**src/rtl/serial_operand_serializer_pkg.sv**
```systemverilog
// Shared definitions for the serial-compare transmit path.
// - state_t   : FSM state encoding. The comparator bench reuses it.
// - DEFAULT_WIDTH : default operand width.
// - cnt_width : bit-counter width for a given operand width.
package serial_operand_serializer_pkg;

  localparam int DEFAULT_WIDTH = 8;

  typedef enum logic [1:0] {
    ST_IDLE  = 2'd0,
    ST_CLEAR = 2'd1,
    ST_SHIFT = 2'd2,
    ST_DONE  = 2'd3
  } state_t;

  // The counter must hold WIDTH-1. A width of 1 still needs one flop.
  function automatic int cnt_width(input int w);
    return (w > 1) ? $clog2(w) : 1;
  endfunction

endpackage

```
**src/rtl/serial_operand_serializer_if.sv**
```systemverilog
// Bus between the operand source and the serializer.
// Handshake: the source raises start with op_a/op_b valid. The pair is
// accepted on a rising clk edge where start=1 and ready=1. When ready=0,
// start is ignored and nothing is captured.
// The outputs (cmp_clear, a_out, b_out, bit_valid, last, done) feed the
// serial comparator and are all registered.
//   master : the operand source (drives start/op_a/op_b)
//   slave  : the serializer
interface serial_operand_serializer_if
  import serial_operand_serializer_pkg::*;
#(
  parameter int WIDTH = DEFAULT_WIDTH
) ();
  logic             start;
  logic [WIDTH-1:0] op_a;
  logic [WIDTH-1:0] op_b;
  logic             ready;
  logic             cmp_clear;
  logic             a_out;
  logic             b_out;
  logic             bit_valid;
  logic             last;
  logic             done;

  modport master (
    output start, op_a, op_b,
    input  ready, cmp_clear, a_out, b_out, bit_valid, last, done
  );

  modport slave (
    input  start, op_a, op_b,
    output ready, cmp_clear, a_out, b_out, bit_valid, last, done
  );
endinterface

```
**src/rtl/serial_operand_serializer_piso.sv**
```systemverilog
// piso_shift_reg: WIDTH-bit parallel-in serial-out register.
// Ports:
//   clk, reset : clock and async active-high reset (clears to 0)
//   load       : capture d (load takes priority over shift)
//   shift      : shift left by one bit, zero fill
//   d          : parallel input
//   q          : current register contents (MSB is the serial bit)
module piso_shift_reg #(
  parameter int WIDTH = 8
) (
  input  logic             clk,
  input  logic             reset,
  input  logic             load,
  input  logic             shift,
  input  logic [WIDTH-1:0] d,
  output logic [WIDTH-1:0] q
);
  always_ff @(posedge clk or posedge reset) begin
    if (reset) begin
      q <= '0;
    end else if (load) begin
      q <= d;
    end else if (shift) begin
      q <= q << 1;
    end
  end
endmodule

```
**src/rtl/serial_operand_serializer.sv**
```systemverilog
// serial_operand_serializer: loads two operands in parallel and pulses a
// clear to the serial comparator. It then streams both operands MSB-first,
// one bit per clock, and pulses done after the last bit.
// Ports:
//   clk, reset : clock and async active-high reset
//   bus        : serializer side of serial_operand_serializer_if
//   dbg_state  : current FSM state, for observation only
module serial_operand_serializer
  import serial_operand_serializer_pkg::*;
#(
  parameter int WIDTH = DEFAULT_WIDTH
) (
  input  logic                         clk,
  input  logic                         reset,
  serial_operand_serializer_if.slave   bus,
  output state_t                       dbg_state
);
  localparam int CW = cnt_width(WIDTH);

  state_t           state;
  logic [CW-1:0]    cnt;
  logic [WIDTH-1:0] sa, sb;
  logic [WIDTH-1:0] sa_shl, sb_shl;
  logic             take, shift_en;
  logic             ready_q, clear_q, a_q, b_q, valid_q, last_q, done_q;

  // start counts only while ready is high (IDLE and DONE).
  assign take     = bus.start && (state == ST_IDLE || state == ST_DONE);
  assign shift_en = (state == ST_SHIFT);

  // These are the register contents after this edge's shift. Their MSB is
  // the bit that is shown next.
  assign sa_shl = sa << 1;
  assign sb_shl = sb << 1;

  piso_shift_reg #(.WIDTH(WIDTH)) u_sr_a (
    .clk(clk), .reset(reset), .load(take), .shift(shift_en), .d(bus.op_a), .q(sa)
  );

  piso_shift_reg #(.WIDTH(WIDTH)) u_sr_b (
    .clk(clk), .reset(reset), .load(take), .shift(shift_en), .d(bus.op_b), .q(sb)
  );

  // Outputs are registered from the state being entered. Each output
  // therefore describes the current state, with no path from start.
  always_ff @(posedge clk or posedge reset) begin
    if (reset) begin
      state   <= ST_IDLE;
      cnt     <= '0;
      ready_q <= 1'b1;
      clear_q <= 1'b1;  // holds the comparator cleared during reset
      a_q     <= 1'b0;
      b_q     <= 1'b0;
      valid_q <= 1'b0;
      last_q  <= 1'b0;
      done_q  <= 1'b0;
    end else begin
      ready_q <= 1'b0;
      clear_q <= 1'b0;
      a_q     <= 1'b0;
      b_q     <= 1'b0;
      valid_q <= 1'b0;
      last_q  <= 1'b0;
      done_q  <= 1'b0;
      case (state)
        ST_IDLE, ST_DONE: begin
          if (take) begin
            state   <= ST_CLEAR;
            cnt     <= CW'(WIDTH - 1);
            clear_q <= 1'b1;
          end else begin
            state   <= ST_IDLE;
            ready_q <= 1'b1;
          end
        end
        ST_CLEAR: begin
          // No shift on this edge, so the first bit is the loaded MSB.
          state   <= ST_SHIFT;
          valid_q <= 1'b1;
          a_q     <= sa[WIDTH-1];
          b_q     <= sb[WIDTH-1];
          last_q  <= (cnt == '0);
        end
        ST_SHIFT: begin
          if (cnt == '0) begin
            state   <= ST_DONE;
            done_q  <= 1'b1;
            ready_q <= 1'b1;
          end else begin
            cnt     <= cnt - 1'b1;
            valid_q <= 1'b1;
            a_q     <= sa_shl[WIDTH-1];
            b_q     <= sb_shl[WIDTH-1];
            last_q  <= (cnt == CW'(1));
          end
        end
        default: state <= ST_IDLE;
      endcase
    end
  end

  assign bus.ready     = ready_q;
  assign bus.cmp_clear = clear_q;
  assign bus.a_out     = a_q;
  assign bus.b_out     = b_q;
  assign bus.bit_valid = valid_q;
  assign bus.last      = last_q;
  assign bus.done      = done_q;
  assign dbg_state     = state;
endmodule
```
**src/flat_wrapper.sv**
```systemverilog
// flat-port wrapper written by rule: the top's interface ports become plain ports
module serial_operand_serializer_flat import serial_operand_serializer_pkg::*;
#(
  parameter int WIDTH = DEFAULT_WIDTH
)
  (clk, reset, dbg_state, bus_start, bus_op_a, bus_op_b, bus_ready, bus_cmp_clear, bus_a_out, bus_b_out, bus_bit_valid, bus_last, bus_done);
  serial_operand_serializer_if #(.WIDTH(WIDTH)) bus_i ();
  input  logic clk;
  input  logic reset;
  output state_t dbg_state;
  input wire logic [$bits(bus_i.start)-1:0] bus_start;
  input wire logic [$bits(bus_i.op_a)-1:0] bus_op_a;
  input wire logic [$bits(bus_i.op_b)-1:0] bus_op_b;
  output wire logic [$bits(bus_i.ready)-1:0] bus_ready;
  output wire logic [$bits(bus_i.cmp_clear)-1:0] bus_cmp_clear;
  output wire logic [$bits(bus_i.a_out)-1:0] bus_a_out;
  output wire logic [$bits(bus_i.b_out)-1:0] bus_b_out;
  output wire logic [$bits(bus_i.bit_valid)-1:0] bus_bit_valid;
  output wire logic [$bits(bus_i.last)-1:0] bus_last;
  output wire logic [$bits(bus_i.done)-1:0] bus_done;
  assign bus_i.start = bus_start;
  assign bus_i.op_a = bus_op_a;
  assign bus_i.op_b = bus_op_b;
  assign bus_ready = bus_i.ready;
  assign bus_cmp_clear = bus_i.cmp_clear;
  assign bus_a_out = bus_i.a_out;
  assign bus_b_out = bus_i.b_out;
  assign bus_bit_valid = bus_i.bit_valid;
  assign bus_last = bus_i.last;
  assign bus_done = bus_i.done;
  serial_operand_serializer #(.WIDTH(WIDTH)) u_core (.clk(clk), .reset(reset), .bus(bus_i), .dbg_state(dbg_state));
endmodule
```
**config.mk**
```make
export PLATFORM = sky130hd
export DESIGN_NAME = serial_operand_serializer_flat
export DESIGN_NICKNAME = d
export VERILOG_FILES = /design/src/rtl/serial_operand_serializer_pkg.sv /design/src/rtl/serial_operand_serializer_if.sv /design/src/rtl/serial_operand_serializer_piso.sv /design/src/rtl/serial_operand_serializer.sv /design/src/flat_wrapper.sv
export SDC_FILE = /design/constraint.sdc
export NUM_CORES = 1
export LEC_CHECK = 0
export CAP_MARGIN = 15
export CORE_UTILIZATION = 54
export CTS_CLUSTER_SIZE = 30
export DETAILED_ROUTE_END_ITERATION = 16
export GPL_TIMING_DRIVEN = 0
export PLACE_DENSITY = 0.92
export SETUP_SLACK_MARGIN = 0.02
export SYNTH_ARGS = -nofsm -noshare
export SYNTH_HDL_FRONTEND = slang
export SYNTH_SLANG_ARGS = --single-unit
```
**constraint.sdc**
```tcl
create_clock -name clk -period 2.7 [get_ports clk]
set_input_delay 0.27 -clock clk [delete_from_list [all_inputs] [get_ports clk]]
set_output_delay 0.27 -clock clk [all_outputs]
set_load 0.005 [all_outputs]
```
==> results.toml <==
[global_route]
use_met2_pct = 37.1
grt_max_degree = 29
grt_pass1_vias = 1029
grt_pass1_wl_mm = 4.44
antenna_found_initial = 0
met1_usage_pct = 28.2
grt-ovfl-total = 0
grt_usage_pct = 21.9
grt_use_met3_pct = 2.87
top_usage_layer = "met2"

[critical_path]
cp_max_fo = 1
path_class = "reg -> out"
cp-start-kind = "flop"
slowest_stage = "dfstp_2"
critPathCaptureType = "primary output"
path_cells = "clkdlybuf4s50_1"
worst_ep_required_time_ns = 2.43
cp_top_family = "flip-flops"
arrival_ns = 1.34
max_stage_delay_ns = 0.54
cp_num_buf_inv = 1

[drt]
drtAntennaViolNets = 0
drt-total-wl_mm = 2.63
vias_per_cell = 5.43
first_pass_iters = 4
wl_per_cell_um = 13.6
vias = 1048
drc_errors = 0
drt-initial-drc-count = 29

[synthesis]
synth_area_leaders = "dfrtp_1 46%, mux2i_1 11%, nand2_1 5.6%, ha_1 5.3%, o21ai_0 5.3%"
synth_edf_count = 0
yosys_warnings = 0
synth-seq-area-share_pct = 49.9
synth_top_area_share_pct = 46.2
synth_area_mm2 = 0.00141
async_flop_share_pct = 100
ys.flop_type = "dfrtp_1"
syn_area_per_cell_um2 = 10.7
ys_ff_latch = 28
synth_cell_types = 26
synth_top_area_cell = "dfrtp_1"
netlist_instances = 132
synth_nets = 157
synth_common_cells = "26 x dfrtp_1, 21 x nand2_1, 16 x mux2i_1"
yosys.cell_count.top_type = "dfrtp_1"

[timing]
relSlewSlack_pct = 83.7
setup_violations = 0
tns_ns = 0
max_freq_mhz = 621
tightest_slew_ns = 0.244
clock-skew-final_ns = 0.00247
post-route-period-util_pct = 59.6
min_period_ns = 1.61
grt_setup_unrepaired = "false"
final_max_slew_viol_count = 0
finalHoldViolCount = 0

[floorplan]
rows = 18
die_h_um = 53.1
fp.dieW_um = 53.1
coreArea_mm2 = 0.00248
start_util_pct = 56.9
io_pins = 28
die-area_mm2 = 0.00282

[cts]
cts_resized = 0
cts_setup_buffers = 0
ctsHtreeMaxLevel = 1
cts_max_path_buffers = 2
cts.sinks = 28
tritoncts = "yes"
clkTransAtPathRegs_ns = 0.14
numCtsBuffers = 3
hold_buffers = 0
cts_root_buffer = "clkbuf_4"
insertion_delay_ns = 0.31

[final_layout]
regArea_um2 = 703
syn_to_final_growth_pct = 24.9
antenna_cells = 0
drive_gt1_share_pct = 10.4
final_cell_area_mm2 = 0.00176
multi_input_area_um2 = 598
nNetsFinal = 190
n_fill_cell = 200

[flow_run]
max_cap_violations = 0

[placement]
hpwl_mm = 1.95
place_congestion = 0.780
portBuffers = 27
place_area_mm2 = 0.00172

[outcome]
outcome = "finished clean"

[power_and_ir_drop]
peakVddDrop_mv = 0.760
leakage_nw = 0.792
power_density_mw_per_mm2 = 1090

[worst_hold_path]
hold_class = "in -> async"
cell usage in the layout (no fill, tap or decap), types with 2 or more instances in the layout:
cell and count:
nand4_1 2, buf_2 2, o21ai_1 3, dfstp_2 2, nand2_1 21, dfrtp_1 26
nor2b_1 2, mux2i_1 16, a32oi_1 3, a211oi_1 2, clkbuf_4 3, a31oi_1 2
ha_1 6, inv_1 7, buf_6 3, buf_4 3, nor2_1 8, clkdlybuf4s50_1 27
o21ai_0 15
routing by layer:
| metal | share of wire [%] | wire length [µm] |
|---|---|---|
| met3 | 4.1 | 108 |
| met4 | 0.76 | 20 |
| met1 | 43 | 1140 |
| met5 | 0 | 0 |
| met2 | 52 | 1360 |
sequential cells by signal, indices dropped and copies added, names as in the netlist:
| register | cells |
|---|---|
| u_core.cnt | 3 |
| u_core.dbg_state | 2 |
| u_core.bus.b_out | 1 |
| u_core.bus.last | 1 |
| u_core.bus.ready | 1 |
| u_core.u_sr_a.q | 8 |
| u_core.u_sr_b.q | 8 |
| u_core.bus.done | 1 |
| u_core.bus.a_out | 1 |
| u_core.bus.cmp_clear | 1 |
| u_core.bus.bit_valid | 1 |
cell families after synthesis:
group	count (synthesis)	share of synthesized area, %
AO/OA/AOI/OAI	29	13.9
buffers and inverters	16	7.64
multiplexers	16	11.4
AND/OR/NAND/NOR	37	11.8
flip-flops	28	49.9
adder cells (fa/ha/maj)	6	5.33
stage by stage:
stage          cells  setup slack [ns]  power, mW  hold WS (ns)  util, %
4_1_cts          192              1.07       1.92         0.476     70.2
3_5_place_dp     189              1.13       1.76         0.510     69.3
2_1_floorplan    132              1.29       1.45         0.334        -
3_3_place_gp     189              1.18       1.69         0.498     69.3
6_report         193              1.09       1.92        0.0994     71.0
5_1_grt          193              1.02       2.08         0.101     71.0
power breakdown:
| group | internal [mW] | switching (mW) |
|---|---|---|
| logic | 0.508 | 0.522 |
| registers | 0.611 | 0.109 |
| clock network | 0.0522 | 0.113 |
| total | 1.17 | 0.744 |
path summary, 6_finish.rpt:
check	startpoint	endpoint	slack [ns]	depth (start not counted)
worst max-delay path	u_core.bus.ready$_DFF_PP1_	bus_ready	1.09	1
worst min-delay path	reset	u_core.bus.done$_DFF_PP0_	0.1	2
worst max register to register	u_core.dbg_state[0]$_DFFE_PP0P_	u_core.cnt[2]$_DFFE_PP0P_	1.15	6
worst min register to register	u_core.u_sr_a.q[0]$_DFFE_PP0P_	u_core.u_sr_a.q[0]$_DFFE_PP0P_	0.53	2
max in group asynchronous	reset	u_core.bus.ready$_DFF_PP1_	2.18	3
min in group clk	bus_op_b[3]	u_core.u_sr_b.q[3]$_DFFE_PP0P_	0.49	3
area by class of cell:
type | count | area share [%]
Buffer | 9 | 4.62
Clock buffer | 3 | 1.28
Inverter | 7 | 1.49
Multi-Input combinational cell | 88 | 34.0
Sequential cell | 28 | 40.0
Tap cell | 30 | 2.13
Timing Repair Buffer | 28 | 16.5
Power figures use the tool's default switching activity.
